### config.mk
export PLATFORM = sky130hd
export DESIGN_NAME = simon_player_input
export DESIGN_NICKNAME = d
export VERILOG_FILES = /design/src/rtl/simon_player_input.sv
export SDC_FILE = /design/constraint.sdc
export NUM_CORES = 1
export LEC_CHECK = 0
export ABC_CLOCK_PERIOD_IN_PS = 1950
export BUFFER_PORTS_ARGS = -buffer_cell sky130_fd_sc_hd__buf_2
export CAP_MARGIN = 20
export CORE_AREA = 2 2 65 42
export DETAILED_ROUTE_END_ITERATION = 8
export DIE_AREA = 0 0 67 44
export GPL_TIMING_DRIVEN = 0
export PLACE_DENSITY = 0.82
export SYNTH_ARGS = -nofsm -noshare
export SYNTH_HDL_FRONTEND = slang
export SYNTH_SLANG_ARGS = --single-unit
export TNS_END_PERCENT = 10
### constraint.sdc
create_clock -name clk -period 1.95 [get_ports clk]
set_clock_uncertainty 0.1 [all_clocks]
set_input_delay 0.39 -clock clk [delete_from_list [all_inputs] [get_ports clk]]
set_output_delay 0.39 -clock clk [all_outputs]
set_load 0.02 [all_outputs]
### src/rtl/simon_player_input.sv
// Simon player front end: syncs and debounces buttons, strobes accepted presses, drives LEDs.
// Latency: press stable before edge N -> playerPressed high after edge N+1+DEBOUNCE_CYCLES.
// Backpressure: none; the strobe is fire-and-forget. Holding a button never re-strobes.
//
// Ports:
//   clk, reset        clock and asynchronous active-high reset
//   btn[3:0]          raw active-high buttons, btn[i] selects number i
//   simonTurn         1 = controller is playing back, 0 = player's turn
//   simonNum/simonPressed  controller playback number and its "lit" phase
//   gameOver          game ended; all LEDs flash
//   playerNum         encoded accepted button, held until the next accept
//   playerPressed     one-cycle strobe qualifying playerNum
//   led[3:0]          registered LED drive
//   timeout           one-cycle inactivity strobe
// Optional feature: define SIMON_TIMEOUT_EN to build the idle timeout counter;
// otherwise timeout is tied low.
module simon_player_input #(
    parameter int DEBOUNCE_CYCLES = 3,
    parameter int BLINK_CYCLES    = 30,
    parameter int TIMEOUT_CYCLES  = 300
) (
    input  logic       clk,
    input  logic       reset,
    input  logic [3:0] btn,
    input  logic       simonTurn,
    input  logic [1:0] simonNum,
    input  logic       simonPressed,
    input  logic       gameOver,
    output logic [1:0] playerNum,
    output logic       playerPressed,
    output logic [3:0] led,
    output logic       timeout
);

    if (DEBOUNCE_CYCLES < 1 || BLINK_CYCLES < 1 || TIMEOUT_CYCLES < 1) begin : g_bad_param
        $error("simon_player_input: cycle parameters must be >= 1");
    end

    localparam int CNT_W = $clog2(DEBOUNCE_CYCLES + 1);
    localparam int BLK_W = $clog2(BLINK_CYCLES + 1);
    localparam logic [CNT_W:0]   DEB_L      = (CNT_W + 1)'(DEBOUNCE_CYCLES);
    localparam logic [BLK_W-1:0] BLK_LAST_L = BLK_W'(BLINK_CYCLES - 1);

    typedef enum logic [1:0] {IDLE, DEBOUNCE, HELD, LOCKOUT} state_t;

    state_t           state_q, state_d;
    logic [3:0]       sync_q, bs_q;
    logic [1:0]       cand_q, cand_d;
    logic [CNT_W-1:0] cnt_q, cnt_d;
    logic [1:0]       player_num_q, player_num_d;
    logic             player_pressed_q, player_pressed_d;
    logic [3:0]       led_q, led_d;
    logic [BLK_W-1:0] blink_cnt_q;
    logic             blink_off_q;
    logic             accept;
    logic             active;
    logic             bs_onehot;
    logic [1:0]       bs_idx;

    assign active    = !simonTurn && !gameOver;
    // Power-of-two test: exactly one bit set.
    assign bs_onehot = (bs_q != 4'd0) && ((bs_q & (bs_q - 4'd1)) == 4'd0);

    always_comb begin
        bs_idx = 2'd0;
        case (bs_q)
            4'b0010: bs_idx = 2'd1;
            4'b0100: bs_idx = 2'd2;
            4'b1000: bs_idx = 2'd3;
            default: bs_idx = 2'd0;
        endcase
    end

    // State register
    always_ff @(posedge clk or posedge reset) begin
        if (reset) begin
            state_q <= IDLE;
        end else begin
            state_q <= state_d;
        end
    end

    // Next-state logic, including candidate latch and debounce count
    always_comb begin
        state_d = state_q;
        cand_d  = cand_q;
        cnt_d   = cnt_q;
        accept  = 1'b0;
        case (state_q)
            IDLE: begin
                if (bs_q != 4'd0) begin
                    if (active && bs_onehot) begin
                        cand_d  = bs_idx;
                        cnt_d   = CNT_W'(1);
                        state_d = DEBOUNCE;
                    end else begin
                        state_d = LOCKOUT;
                    end
                end
            end
            DEBOUNCE: begin
                // active is checked here too, so a turn change on the completing
                // edge aborts the press rather than strobing it.
                if (active && bs_q == (4'b0001 << cand_q)) begin
                    if (({1'b0, cnt_q} + (CNT_W + 1)'(1)) >= DEB_L) begin
                        accept  = 1'b1;
                        cnt_d   = '0;
                        state_d = HELD;
                    end else begin
                        cnt_d = cnt_q + CNT_W'(1);
                    end
                end else begin
                    cnt_d   = '0;
                    state_d = LOCKOUT;
                end
            end
            HELD, LOCKOUT: begin
                if (bs_q == 4'd0) begin
                    state_d = IDLE;
                end
            end
            default: state_d = IDLE;
        endcase
    end

    // Output logic (registered below)
    always_comb begin
        player_pressed_d = accept;
        player_num_d     = accept ? cand_q : player_num_q;
        if (gameOver) begin
            led_d = blink_off_q ? 4'h0 : 4'hF;
        end else if (simonTurn) begin
            led_d = simonPressed ? (4'b0001 << simonNum) : 4'h0;
        end else if (state_q == HELD) begin
            led_d = 4'b0001 << player_num_q;
        end else begin
            led_d = 4'h0;
        end
    end

    always_ff @(posedge clk or posedge reset) begin
        if (reset) begin
            sync_q           <= 4'h0;
            bs_q             <= 4'h0;
            cand_q           <= 2'd0;
            cnt_q            <= '0;
            player_num_q     <= 2'd0;
            player_pressed_q <= 1'b0;
            led_q            <= 4'h0;
            blink_cnt_q      <= '0;
            blink_off_q      <= 1'b0;
        end else begin
            sync_q           <= btn;
            bs_q             <= sync_q;
            cand_q           <= cand_d;
            cnt_q            <= cnt_d;
            player_num_q     <= player_num_d;
            player_pressed_q <= player_pressed_d;
            led_q            <= led_d;
            // Blink phase restarts "lit" every time gameOver drops.
            if (!gameOver) begin
                blink_cnt_q <= '0;
                blink_off_q <= 1'b0;
            end else if (blink_cnt_q == BLK_LAST_L) begin
                blink_cnt_q <= '0;
                blink_off_q <= ~blink_off_q;
            end else begin
                blink_cnt_q <= blink_cnt_q + BLK_W'(1);
            end
        end
    end

    assign playerNum     = player_num_q;
    assign playerPressed = player_pressed_q;
    assign led           = led_q;

`ifdef SIMON_TIMEOUT_EN
    localparam int TO_W = $clog2(TIMEOUT_CYCLES + 1);
    localparam logic [TO_W-1:0] TO_LAST_L = TO_W'(TIMEOUT_CYCLES - 1);

    logic [TO_W-1:0] idle_cnt_q;
    logic            timeout_q;

    // Counts only while the player could press but is sitting idle.
    always_ff @(posedge clk or posedge reset) begin
        if (reset) begin
            idle_cnt_q <= '0;
            timeout_q  <= 1'b0;
        end else if (active && state_q == IDLE) begin
            if (idle_cnt_q == TO_LAST_L) begin
                idle_cnt_q <= '0;
                timeout_q  <= 1'b1;
            end else begin
                idle_cnt_q <= idle_cnt_q + TO_W'(1);
                timeout_q  <= 1'b0;
            end
        end else begin
            idle_cnt_q <= '0;
            timeout_q  <= 1'b0;
        end
    end

    assign timeout = timeout_q;
`else
    assign timeout = 1'b0;
`endif

endmodule

=== Word-level counts from Yosys, hierarchy flattened ===
Index checks and enable logic that the tools add are counted.

* Add/sub/neg operators: 4
* $lt $le $gt $ge: 1
* Eq/ne operators: 13
* Shifts and indexed selects: 3
* Multiplexer cells: 24
* Bitwise operators: 2
* Reductions and logical operators: 15

{| class="wikitable"
|+ Operators with widths
! kind !! number
|-
| $mux 4 || 5
|-
| $mux 2 || 9
|-
| $pmux 2 s3 || 2
|-
| $shl 1x2->4 const A || 3
|-
| $mux 5 || 2
|-
| $reduce_and 3->1 || 3
|-
| $logic_not 4->1 || 2
|-
| $ne 2x2->1 const B || 3
|-
| $add 5x1->5 const B || 1
|-
| $eq 5x5->1 const B || 1
|-
| $mux 1 || 5
|-
| $and 4x4->4 || 1
|-
| $eq 2x2->1 const B || 2
|-
| $eq 4x2->1 const B || 1
|-
| $eq 4x3->1 const B || 1
|-
| $eq 4x4->1 || 1
|-
| $eq 4x4->1 const B || 1
|-
| $logic_and 1x1->1 || 4
|-
| $pmux 2 s2 || 1
|-
| $reduce_bool 4->1 || 1
|-
| $sub 4x1->4 const B || 1
|-
| $add 2x1->3 const B || 1
|-
| $ge 3x2->1 const B || 1
|-
| $ne 3x3->1 const B || 1
|-
| 8 further kinds || 9
|}

* Register bits after elaboration: 27
* Input port bits: 11
* Output and inout port bits: 8
* Word-level logic and storage cells: 72

=== Longest topological paths before layout ===
* Depth in word-level cells: 8
* Depth in mapped cells: 6
* Depth with buffers taken out: 5

=== Least setup slack after synthesis ===
Ideal clock, no wire load.

* Kind: reg2reg
* Start: reg bs_q[3]
* End: reg player_num_q[0], in the netlist playerNum[0]
* Library setup time: 0.125 ns
* Arrival time: 1.548 ns
* Required time: 1.725 ns
* Slack: 0.177 ns
* Stages on the path, launching flop included: 7
* Buffers on the path: 1
* Period minus slack after synthesis: 1.773 ns
* Cells stage by stage: dfrtp_1 buf_6 or3_1 a21oi_2 o211ai_4 nor2_4 mux2_4

* Longest elaborated chain between the ends: 4

{| class="wikitable"
|+ Ends and longest elaborated chain
! what !! RTL line !! text
|-
| start, declared || 47 || <nowiki>logic [3:0] sync_q, bs_q;</nowiki>
|-
| start signal, assigned || 154 || <nowiki>bs_q <= sync_q;</nowiki>
|-
| $eq 4x4->1 || 104 || <nowiki>if (active && bs_q == (4'b0001 << cand_q)) begin</nowiki>
|-
| $logic_and 1x1->1 || 104 ||
|-
| $mux 1 || 104 ||
|-
| $mux 1 || 89 || <nowiki>case (state_q)</nowiki>
|-
| named net accept || 55 || <nowiki>logic accept;</nowiki>
|-
| end signal, assigned || 157 || <nowiki>player_num_q <= player_num_d;</nowiki>
|-
| end, declared || 50 || <nowiki>logic [1:0] player_num_q, player_num_d;</nowiki>
|}

The timed path passes the listed nets, and every way through them passes these cells.
A chain may end at the register's enable or synchronous reset.

=== Worst setup path after layout ===
Same ends and word-level chain as after synthesis.

==> out/metrics.yaml <==
n_antenna_cell: 0
synth_ff_type: "dfrtp_1"
start_kind: "flip-flop"
drtIter0Drc: 73
synth-seq-area-share: 0.549
area_delta_synth_final_pct: 16.9
num-fill-cells: 192
crit_buf_inv: 1
routed_via_density: 5.41
seq_power_share: 0.568
yosysTopAreaCellShare: 0.549
path_delay_family: "simple AND/OR/NAND/NOR gates"
coreArea_mm2: 0.00238
fp-row-count: 14
worstReg2RegStart: "bs_q[3]"
cts.sinks: 27
hold_viol_final: 0
synth_nets: 125
die-area_mm2: 0.00295
ant_nets: 0
critPathRequiredTime_ps: 2010
p_leak_nw: 0.655
cts_root_buf: "clkbuf_8"
hold_buffers: 0
via_count: 903
power_frac_comb: 0.163
min-delay-path-class: "primary input to flip-flop"
rsz0062_at_grt: "false"
synth_edf_count: 0
dpl.cell_count: 161
die_x_um: 67
wl_per_cell_um: 12.9
crit_end: "playerNum[0]"
intPower_mw: 0.830
arrival_ps: 1940
multi_input_area_um2: 510
ir_worst_vdd_v: 0.000525
synth_area_leaders: "dfrtp_1 55%, nor2_1 4.0%, nor3_1 3.7%, mux2_4 3.7%, xnor2_1 2.8%"
start_util: 0.516
swShare: 0.279
finalSetupTns_ps: 0
clock_path_buffers: 2
worstSetupPathType: "flip-flop to flip-flop"
clk_pin_slew_ps: 90
syn_inst: 112
clk_latency_ps: 270
slew_violations: 0
grt_max_degree: 28
ys_ff_latch: 27
synth_top_area_cell: "dfrtp_1"
gp_congestion: 0.794
grt_pass1_vias: 875
ff_latch_area_um2: 676
io_pins: 19
wl_um: 2160
critPathSlowestCell: "dfrtp_1"
end_kind: "flip-flop"
startpoint: "bs_q[3]"
drt_first_pass_iters: 4
gr-total-overflow: 0
ys_types: 38
syn_area_per_cell_um2: 11.0
ys_async_sr_fraction: 1.00
total_power_mw: 1.15
grt_pass1_wl_um: 3710
dpl_cell_area_mm2: 0.00136
drive_gt1_frac: 0.252
regToRegEndpoint: "playerNum[0]"
chipHeight_um: 44
max_stage_delay_ps: 380
post_cts_buffers: 0
finalSetupViolCount: 0
utilization: 0.603
clock.fmax_ghz: 0.531
maxCapViolations: 0
regToRegSetupSlack_ps: 70
syn_area_mm2: 0.00123
p_per_area_mw_per_mm2: 801
nets: 149
finalCritPeriodShare: 0.965
cts_made_buffers: 3
final_area_mm2: 0.00144
drc_errors: 0
portBuffers: 17
yosysWarnings: 0
htreeDepth: 1
r2r.worst_path.cells: 6
cts_resized: 0
p_clk_frac: 0.269
cp_max_fo: 7
cts_tree: "yes"
place_hpwl_um: 1600
antenna_found_initial: 0
grt_usage: 0.172
switchingPower_mw: 0.321
crit_cells: 6
min_period_ps: 1880
run_status: "finished, final reports clean"
crit_chain: "buf_6 > or3_1 > a21oi_2 > o211ai_4 > nor2_4 > mux2_4"
stdcell_count: 167
[cell usage in the layout, fill, tap and decap left out, types with 3 or more instances in the layout]
| cell | Yosys | final |
|---|---|---|
| xnor2_1 | 4 | 4 |
| mux2_4 | 3 | 3 |
| nand3_1 | 5 | 5 |
| nand2_1 | 8 | 8 |
| clkbuf_8 | 0 | 3 |
| inv_1 | 3 | 3 |
| dfrtp_1 | 27 | 27 |
| nor2_1 | 13 | 13 |
| nor3_1 | 9 | 9 |
| buf_2 | 2 | 19 |
| a21oi_1 | 5 | 5 |
[cell families (layout without fill, tap and decap cells)]
kind of cell / count (synthesis) / in the layout / share of synthesized area
muxes: 5 / 5 / 0.0549
DFF: 27 / 27 / 0.549
buffers and inverters: 8 / 31 / 0.0356
and+or+nand+nor: 47 / 47 / 0.194
AOI/OAI and AO/OA: 16 / 16 / 0.0997
adders and majority gates: 2 / 2 / 0.0203
other: 1 / 1 / 0.00305
xor gates and xnor gates: 6 / 6 / 0.0427
[state kept, by name, summed over array words and instances, names as in the netlist]
| register | flops |
|---|---|
| blink_cnt_q | 5 |
| bs_q | 4 |
| led | 4 |
| sync_q | 4 |
| cand_q | 2 |
| cnt_q | 2 |
| playerNum | 2 |
| state_q | 2 |
| blink_off_q | 1 |
| playerPressed | 1 |
[cells in the mapped netlist (2+ instances only)]
| cell | instances |
|---|---|
| buf_2 | 2 |
| nand3_1 | 5 |
| nor3_1 | 9 |
| mux2_2 | 2 |
| xnor2_1 | 4 |
| dfrtp_1 | 27 |
| ha_1 | 2 |
| o21ai_0 | 2 |
| mux2_4 | 3 |
| xor2_1 | 2 |
| a21oi_1 | 5 |
| nand2_1 | 8 |
| inv_1 | 3 |
| nand4_1 | 2 |
| nor2_1 | 13 |
[layer usage]
metal  share of wire  global-route usage  vias to the layer above
met2            0.47               0.277                       24
met1            0.46               0.218                      437
met4          0.0079              0.0694                        0
met5               0                   0                        -
met3           0.053              0.0545                        4
li1                -                   -                      438
[stage by stage]
step | hold WS [ps] | worst slack [ps]
6_report | 122 | 68.3
5_1_grt | 108 | 27.6
4_1_cts | 117 | 57.2
3_5_place_dp | 238 | 69.5
3_3_place_gp | 232 | 125
2_1_floorplan | 231 | 177
[worst reg2reg max path, delay by kind of cell, from the launching register on]
kind | cells | cell delay, ps
flops | 1 | 380
buf+inv | 1 | 130
simple gates | 2 | 560
mux | 1 | 320
compound gates | 2 | 280
[cell type report]
type,instances,area share
timing repair buffer,19,0.0853
buffer,5,0.0226
multi-input combinational,77,0.355
tap,32,0.0279
inverter,3,0.00783
sequential,27,0.470
clock buffer,4,0.0313
[power by group through the flow]
stage               combinational (mW)  clock (mW)  sequential, mW
finish                           0.188       0.310           0.654
global route                     0.218       0.349           0.665
CTS                              0.180       0.317           0.654
detailed placement               0.178           0           0.665
global placement                 0.168           0           0.662
floorplan                        0.125           0           0.663
[worst min-delay path by stage]
| stage | slack, ps | from | to | cells after the start |
|---|---|---|---|---|
| final | 120 | btn[3] | sync_q[3] | 1 |
| after global routing | 110 | btn[2] | sync_q[2] | 1 |
| after CTS | 120 | btn[3] | sync_q[3] | 1 |
| after detailed placement | 240 | sync_q[0] | bs_q[0] | 0 |
| after global placement | 230 | sync_q[1] | bs_q[1] | 0 |
| after floorplan | 230 | sync_q[0] | bs_q[0] | 0 |
Power figures use the tool's default switching activity.
